===== src/rtl/mem_stage.sv =====
// mem_stage: RV32I memory stage holding the EX/MEM and MEM/WB registers,
// performing loads/stores over a ready-handshaked port with a wait-state timeout.
module mem_stage #(
    parameter int WAIT_LIMIT = 16
) (
    input  logic        clk,
    input  logic        rst_n,
    input  logic        valid_E,
    input  logic [31:0] ALU_out_E,
    input  logic [31:0] rdata2_fd,
    input  logic [4:0]  rd_E,
    input  logic        RegWrite_E,
    input  logic        MemRead_E,
    input  logic        MemWrite_E,
    input  logic [2:0]  funct3_E,
    input  logic        flush_M,
    output logic        dmem_req,
    output logic        dmem_we,
    output logic [31:0] dmem_addr,
    output logic [31:0] dmem_wdata,
    output logic [3:0]  dmem_be,
    input  logic        dmem_ready,
    input  logic [31:0] dmem_rdata,
    output logic [31:0] ALU_out_M,
    output logic [4:0]  rd_M,
    output logic        RegWrite_M,
    output logic [31:0] ALU_out_W,
    output logic [31:0] mem_read_data_W,
    output logic [4:0]  rd_W,
    output logic        RegWrite_W,
    output logic        MemToReg_W,
    output logic        stall_M,
    output logic        mem_exc_M
);
    localparam int CW = $clog2(WAIT_LIMIT + 1);
    localparam logic [0:0] S_IDLE = 1'b0;
    localparam logic [0:0] S_WAIT = 1'b1;
    localparam logic [CW-1:0] LAST = CW'(WAIT_LIMIT - 1);

    logic        valid_q, rw_q, mr_q, mw_q;
    logic [31:0] alu_q, sdata_q;
    logic [4:0]  rd_q;
    logic [2:0]  f3_q;
    logic [0:0]  state_q, state_d;
    logic [CW-1:0] cnt_q, cnt_d;
    logic [31:0] alu_w_q, ld_w_q;
    logic [4:0]  rd_w_q;
    logic        rw_w_q, m2r_w_q;

    logic        memop, act, f3_ok, aligned, legal, timeout, done, wb_valid;
    logic [1:0]  a;
    logic [7:0]  lb;
    logic [15:0] lh;
    logic [31:0] ld_fmt, wdata_raw;
    logic [3:0]  be_raw;

    assign a        = alu_q[1:0];
    assign memop    = valid_q & (mr_q | mw_q);
    assign act      = memop & ~flush_M;
    assign f3_ok    = mr_q ? (f3_q inside {3'b000, 3'b001, 3'b010, 3'b100, 3'b101})
                           : (f3_q inside {3'b000, 3'b001, 3'b010});
    assign aligned  = (f3_q[1:0] == 2'b01) ? ~a[0] :
                      (f3_q[1:0] == 2'b10) ? (a == 2'b00) : 1'b1;
    assign legal    = f3_ok & aligned;
    // The timeout cycle carries no request, so a late ready is simply ignored.
    assign timeout  = (state_q == S_WAIT) & (cnt_q == LAST) & act;
    assign dmem_req = act & legal & ~timeout;
    assign done     = dmem_req & dmem_ready;
    assign stall_M  = act & legal & ~done & ~timeout;
    assign mem_exc_M = act & (~legal | timeout);
    assign wb_valid = valid_q & ~flush_M & (~memop | done);

    assign be_raw    = (f3_q[1:0] == 2'b00) ? (4'b0001 << a) :
                       (f3_q[1:0] == 2'b01) ? (4'b0011 << a) : 4'b1111;
    assign wdata_raw = (f3_q[1:0] == 2'b00) ? {4{sdata_q[7:0]}} :
                       (f3_q[1:0] == 2'b01) ? {2{sdata_q[15:0]}} : sdata_q;
    assign dmem_we    = dmem_req & mw_q;
    assign dmem_be    = dmem_req ? be_raw : 4'b0000;
    assign dmem_wdata = dmem_we ? wdata_raw : 32'h0;
    assign dmem_addr  = dmem_req ? {alu_q[31:2], 2'b00} : 32'h0;

    assign lb = a[1] ? (a[0] ? dmem_rdata[31:24] : dmem_rdata[23:16])
                     : (a[0] ? dmem_rdata[15:8]  : dmem_rdata[7:0]);
    assign lh = a[1] ? dmem_rdata[31:16] : dmem_rdata[15:0];
    assign ld_fmt = (f3_q == 3'b000) ? {{24{lb[7]}}, lb} :
                    (f3_q == 3'b001) ? {{16{lh[15]}}, lh} :
                    (f3_q == 3'b100) ? {24'h0, lb} :
                    (f3_q == 3'b101) ? {16'h0, lh} : dmem_rdata;

    always_comb begin
        state_d = (dmem_req & ~dmem_ready) ? S_WAIT : S_IDLE;
        cnt_d   = (state_q == S_IDLE) ? '0 : cnt_q + CW'(1);
    end

    always_ff @(posedge clk or negedge rst_n) begin
        if (!rst_n) begin
            valid_q <= 1'b0;
            rw_q    <= 1'b0;
            mr_q    <= 1'b0;
            mw_q    <= 1'b0;
            alu_q   <= 32'h0;
            sdata_q <= 32'h0;
            rd_q    <= 5'd0;
            f3_q    <= 3'd0;
        end else begin
            if (flush_M) begin
                valid_q <= 1'b0;
                rw_q    <= 1'b0;
            end else if (!stall_M) begin
                valid_q <= valid_E;
                rw_q    <= RegWrite_E & valid_E;
            end
            if (!stall_M) begin
                mr_q    <= MemRead_E;
                mw_q    <= MemWrite_E;
                alu_q   <= ALU_out_E;
                sdata_q <= rdata2_fd;
                rd_q    <= rd_E;
                f3_q    <= funct3_E;
            end
        end
    end

    always_ff @(posedge clk or negedge rst_n) begin
        if (!rst_n) begin
            state_q <= S_IDLE;
            cnt_q   <= '0;
            alu_w_q <= 32'h0;
            ld_w_q  <= 32'h0;
            rd_w_q  <= 5'd0;
            rw_w_q  <= 1'b0;
            m2r_w_q <= 1'b0;
        end else begin
            state_q <= state_d;
            cnt_q   <= cnt_d;
            alu_w_q <= alu_q;
            ld_w_q  <= (wb_valid & mr_q) ? ld_fmt : 32'h0;
            rd_w_q  <= rd_q;
            rw_w_q  <= wb_valid & rw_q;
            m2r_w_q <= wb_valid & mr_q;
        end
    end

    assign ALU_out_M       = alu_q;
    assign rd_M            = rd_q;
    assign RegWrite_M      = rw_q;
    assign ALU_out_W       = alu_w_q;
    assign mem_read_data_W = ld_w_q;
    assign rd_W            = rd_w_q;
    assign RegWrite_W      = rw_w_q;
    assign MemToReg_W      = m2r_w_q;
endmodule

===== config.mk =====
export PLATFORM = sky130hd
export DESIGN_NAME = mem_stage
export DESIGN_NICKNAME = d
export VERILOG_FILES = /design/src/rtl/mem_stage.sv
export SDC_FILE = /design/constraint.sdc
export NUM_CORES = 1
export LEC_CHECK = 0
export ABC_CLOCK_PERIOD_IN_PS = 2300
export BUFFER_PORTS_ARGS = -buffer_cell sky130_fd_sc_hd__buf_2
export CORE_MARGIN = 10
export CORE_UTILIZATION = 43
export CTS_CLUSTER_DIAMETER = 100
export DETAILED_ROUTE_END_ITERATION = 16
export HOLD_SLACK_MARGIN = 0.03
export PLACE_DENSITY = 0.82
export SLEW_MARGIN = 25
export SYNTH_ARGS = -nofsm -noshare
export SYNTH_HDL_FRONTEND = slang
export SYNTH_SLANG_ARGS = --single-unit

===== constraint.sdc =====
create_clock -name clk -period 2.3 [get_ports clk]
set_clock_uncertainty 0.2 [all_clocks]
set_input_delay 0.345 -clock clk [delete_from_list [all_inputs] [get_ports clk]]
set_output_delay 0.345 -clock clk [all_outputs]
set_load 0.01 [all_outputs]

==> results.txt <==
* Critical path cell sequence: ha_2 -> and3_4 -> ha_4 -> nand2_4 -> o221a_4 -> nand3_2 -> buf_8 -> buf_12 -> a21oi_2 -> buf_2
* Average size of a mapped cell: 12.1 µm²
- The clock network accounts for 41.8% of the total power.
* Worst-path cell with the longest stage delay: sky130_fd_sc_hd__dfrtp_1
- TritonCTS built the clock tree.
- Netlist cell types: 47
* Number of global-route vias before repair: 7,109
- Clock-pin slew was measured on the worst setup and hold paths at 0.07 ns.
- The critical path in this run is classified as flop to primary output.
* Violations in the final reports: negative setup slack
- Effective utilization at floorplan: 44.4%
- The die is 143 µm wide.
* Required time worst endpoint: 1.75 ns
* Clock insertion delay at the later pin of the skew report: 0.42 ns
- Critical Path Fanout Max: 8
- CP Data Arrival Time: 2.29 ns
- Area of the core: 0.0147 mm²
- The worst register-to-register path begins at cnt_q[1].
* I/O pin total: 293
* Power Dens Cells: 587 mW/mm²
- STA classifies the critical path startpoint as a flop.
* Summed instance area of the synthesized netlist: 0.00652 mm²
- Most common library cells after synthesis: sky130_fd_sc_hd__dfrtp_1 (153), sky130_fd_sc_hd__nand2_1 (56), sky130_fd_sc_hd__mux2_2 (45)
- Counting flops with a built-in enable in the synthesized netlist gives 0.
- Clock tree root buffer cell: sky130_fd_sc_hd__clkbuf_16
- Number of nets at the end of the flow: 1,100
- Routed wirelength normalized by instance count: 24.3 µm
- GRT overflow: 0
- Ranked by total cell area, the synthesized netlist is headed by sky130_fd_sc_hd__dfrtp_1 (59%), sky130_fd_sc_hd__mux2_2 (7.8%), sky130_fd_sc_hd__mux2_1 (5.2%), sky130_fd_sc_hd__and2_1 (3.9%), sky130_fd_sc_hd__nand2_1 (3.2%).
- Relative contribution of combinational cells to total power: 15.0%
- Once detail routing completed, the nets flagged for antenna violations numbered 0.
- Of the post-synthesis cell area, the dominant cell type holds 58.7%.
- Worst Setup End Kind: primary output
- The final layout contains routed wiring with a total length of 28,800 µm.
- IR analysis of the VDD net gives a maximum drop of 476 µV.
- Post-synthesis share of cell area spent on and, or, nand and nor gates: 11.4%
- After synthesis, the largest family of logic cells by area is multiplexers.
- The worst hold path was traced through 3 stages.
- Number of antenna violations at the first check in global routing: 5
- Total number of clock tree sinks: 153
* Net switching power: 1.93 mW
- Detailed Routing Iterations Pass 1: 5
* Total CTS buffers: 17
* Detailed-route DRC error count: 0
* Dominant register cell in the synthesized netlist: sky130_fd_sc_hd__dfrtp_1
* H-Tree Depth: 4
- The floorplan step defined a die boundary enclosing 0.0205 mm².
* Pleak: 5.76 nW
- The largest total area in the synthesized netlist belongs to sky130_fd_sc_hd__dfrtp_1.
- The synthesized netlist devotes 1.15% of its cell area to adder and majority cells.
* Outcome: finished with violations
* Final Total Pwr: 6.74 mW
* Die height: 143 µm
- Most frequent cell after synthesis: sky130_fd_sc_hd__dfrtp_1
* Transition time at the pin with the least slew margin: 0.622 ns
- Hold timing on the final database bottoms out at a slack of 0.102 ns.
* Worst slew slack as a fraction of its limit: 58.5%
- The path class of the tightest hold or removal check is input pin to flop.
- Setup repair after global routing could not meet its margin everywhere.
* Overall via count from detail_route: 6,448
- Count of port buffers added during placement: 290
* Buffer depth of the longest clock path: 2
* Fmax: 0.352 GHz
- Number of warnings reported in the yosys synthesis log: 0
- Post-synth ARST share: 100%
* Placed instance count: 1,022
* DRC violation total after the first TritonRoute iteration: 439
- Summing the areas of all compound-gate instances in the mapped netlist gives 9.09% of the synthesized area.
* Relative area change from synthesis to final layout: 76.2%
- First-pass GRT wire length: 40,900 µm
* Xor-xnor portion of the synthesized cell area: 0.269%
- DP Wirelength: 16,500 µm
- Final number of hold-violating endpoints: 0
- Crit path from: cnt_q[1]
- Largest net degree at the start of global routing: 66
- For the finished layout, the period the worst path requires is 2.84 ns.
- Multiplexer cells account for 16.1% of the synthesized area.
- In this run the core area contains 44 standard-cell rows.
* Number of stages on the worst setup path: 10
- FF-to-FF path depth: 11
- Net switching is 28.6% of the power.
- Cell internal power was estimated by the tool at 4.82 mW.
- Across the run, the number of max-cap violations was 0.
* Post-Layout Cell Count: 1,183
* Cells after Synth: 537
- The kind of cell with the highest combined delay along the critical path is buffers and inverters.
- Together, buffers and inverters on the worst path number 3.
- Final critical-path setup slack: -0.538 ns
- Share of final-layout standard cells stronger than drive strength 1: 54.9%
- Of the available clock period, the critical path in the final layout requires 123%.
* Overall track demand over capacity in global routing: 25.6%
- In this design, the stage delay of the slowest critical-path cell is 0.39 ns.
* Number of synthesized register bits: 153
- Routability cong.: 0.936
- The share of total power dissipated in sequential elements is 43.2%.
- In the routed layout, each cell is associated on average with a via count of 5.45.
* Sequential share of the synthesized area: 58.7%
- Total of endpoints with negative setup slack in the final report: 149
* Max-slew violation total from the final report: 0
- Start point of the worst hold path: dmem_rdata[0]
cells by family (layout without fill, tap and decap cells):
family	count (synthesis)	after routing
muxes	94	94
adders and majority gates	6	6
and+or+nand+nor	151	151
DFF	153	153
xor gates and xnor gates	2	2
other	1	6
AOI/OAI and AO/OA	87	87
buffers and inverters	43	500
metal layers:
metal	GRT usage [%]	routed length, µm
met2	44.8	15000
met5	0	11
met4	9.77	895
met3	8.33	2650
met1	28.4	10200
power by group through the flow:
stage | Clock (mW) | Combinational [mW] | Sequential (mW)
2_1_floorplan | 0 | 0.302 | 2.96
3_3_place_gp | 0 | 0.706 | 2.94
3_5_place_dp | 0 | 0.721 | 2.94
4_1_cts | 2.81 | 0.940 | 2.90
5_1_grt | 2.96 | 1.07 | 2.93
6_report | 2.82 | 1.01 | 2.92
repair_timing:
action | 4_1_cts | 5_1_grt
pin swaps | 22 | 2
resized for setup | 113 | 105
gates cloned | 9 | 3
endpoints found under the hold margin | 167 | 0
buffers inserted | 16 | 7
endpoints found under the setup margin | 147 | 170
hold buffers | 101 | 0
per-stage QoR:
stage          setup slack [ns]  utilization (%)  TNS [ns]  area [µm²]
6_report                 -0.538             78.2    -47.42       11500
4_1_cts                  -0.483             75.5    -41.00       11100
3_5_place_dp             -0.153             59.1    -13.01        8680
2_1_floorplan           -0.0677                -     -4.85        6740
5_1_grt                  -0.628             78.2    -59.69       11500
3_3_place_gp             -0.101             59.1     -7.42        8680
state kept, by name, indices dropped and copies added, names as in the netlist:
signal           cells
RegWrite_W           1
f3_q                 3
rd_M                 5
rd_W                 5
mr_q                 1
sdata_q             32
state_q              1
valid_q              1
cnt_q                5
mem_read_data_W     32
RegWrite_M           1
mw_q                 1
ALU_out_M           32
ALU_out_W           32
MemToReg_W           1
cell usage in the layout (no fill, tap or decap), types with 3 or more instances in the layout:
| master | count |
|---|---|
| sky130_fd_sc_hd__a211oi_2 | 4 |
| sky130_fd_sc_hd__a21oi_1 | 26 |
| sky130_fd_sc_hd__a21oi_2 | 8 |
| sky130_fd_sc_hd__a311oi_1 | 7 |
| sky130_fd_sc_hd__and2_1 | 11 |
| sky130_fd_sc_hd__and2_4 | 30 |
| sky130_fd_sc_hd__buf_12 | 17 |
| sky130_fd_sc_hd__buf_16 | 5 |
| sky130_fd_sc_hd__buf_2 | 239 |
| sky130_fd_sc_hd__buf_4 | 35 |
| sky130_fd_sc_hd__buf_6 | 56 |
| sky130_fd_sc_hd__buf_8 | 5 |
| sky130_fd_sc_hd__clkbuf_16 | 19 |
| sky130_fd_sc_hd__dfrtp_1 | 150 |
| sky130_fd_sc_hd__dfrtp_2 | 3 |
| sky130_fd_sc_hd__diode_2 | 4 |
| sky130_fd_sc_hd__dlygate4sd3_1 | 101 |
| sky130_fd_sc_hd__ha_1 | 3 |
| sky130_fd_sc_hd__inv_1 | 4 |
| sky130_fd_sc_hd__inv_8 | 7 |
| sky130_fd_sc_hd__mux2_4 | 75 |
| sky130_fd_sc_hd__mux2i_1 | 18 |
| sky130_fd_sc_hd__nand2_1 | 55 |
| sky130_fd_sc_hd__nand2b_1 | 3 |
| sky130_fd_sc_hd__nor2_1 | 14 |
| sky130_fd_sc_hd__nor2_2 | 4 |
| sky130_fd_sc_hd__nor2_4 | 14 |
| sky130_fd_sc_hd__nor2b_1 | 4 |
| sky130_fd_sc_hd__o211a_1 | 8 |
| sky130_fd_sc_hd__o22a_1 | 7 |
| sky130_fd_sc_hd__o22ai_1 | 16 |
path summary, 6_finish.rpt:
kind | to | slack (ns)
worst max-delay path | dmem_wdata[11] | -0.54
worst min-delay path | mem_read_data_W[0] | 0.10
worst max register to register | ALU_out_M[8] | -0.25
worst min register to register | rd_W[1] | 0.22
max in group asynchronous | ALU_out_M[2] | 0.89
min in group asynchronous | mem_read_data_W[31] | 0.32
cell type report:
type                    instances  area (µm²)
flip-flops and latches        153        3830
repair buffers                460        3700
clock buffers                  18         439
multi-input cells             342        3090
clock inverters                14         153
inverters                       8        35.0
well taps                     184         230
fillers                       834        3210
diodes                          4        10.0
worst reg2reg max path, cell delays in order (launching register included):
cell and delay (ns):
sky130_fd_sc_hd__dfrtp_1 0.39, sky130_fd_sc_hd__ha_2 0.19, sky130_fd_sc_hd__and3_4 0.19, sky130_fd_sc_hd__ha_4 0.16, sky130_fd_sc_hd__nand2_4 0.07, sky130_fd_sc_hd__o221ai_4 0.14
sky130_fd_sc_hd__nor3_4 0.25, sky130_fd_sc_hd__buf_4 0.14, sky130_fd_sc_hd__buf_6 0.12, sky130_fd_sc_hd__buf_16 0.14, sky130_fd_sc_hd__buf_16 0.14, sky130_fd_sc_hd__mux2_4 0.31
No activity file was read; power rests on OpenSTA's default activity.
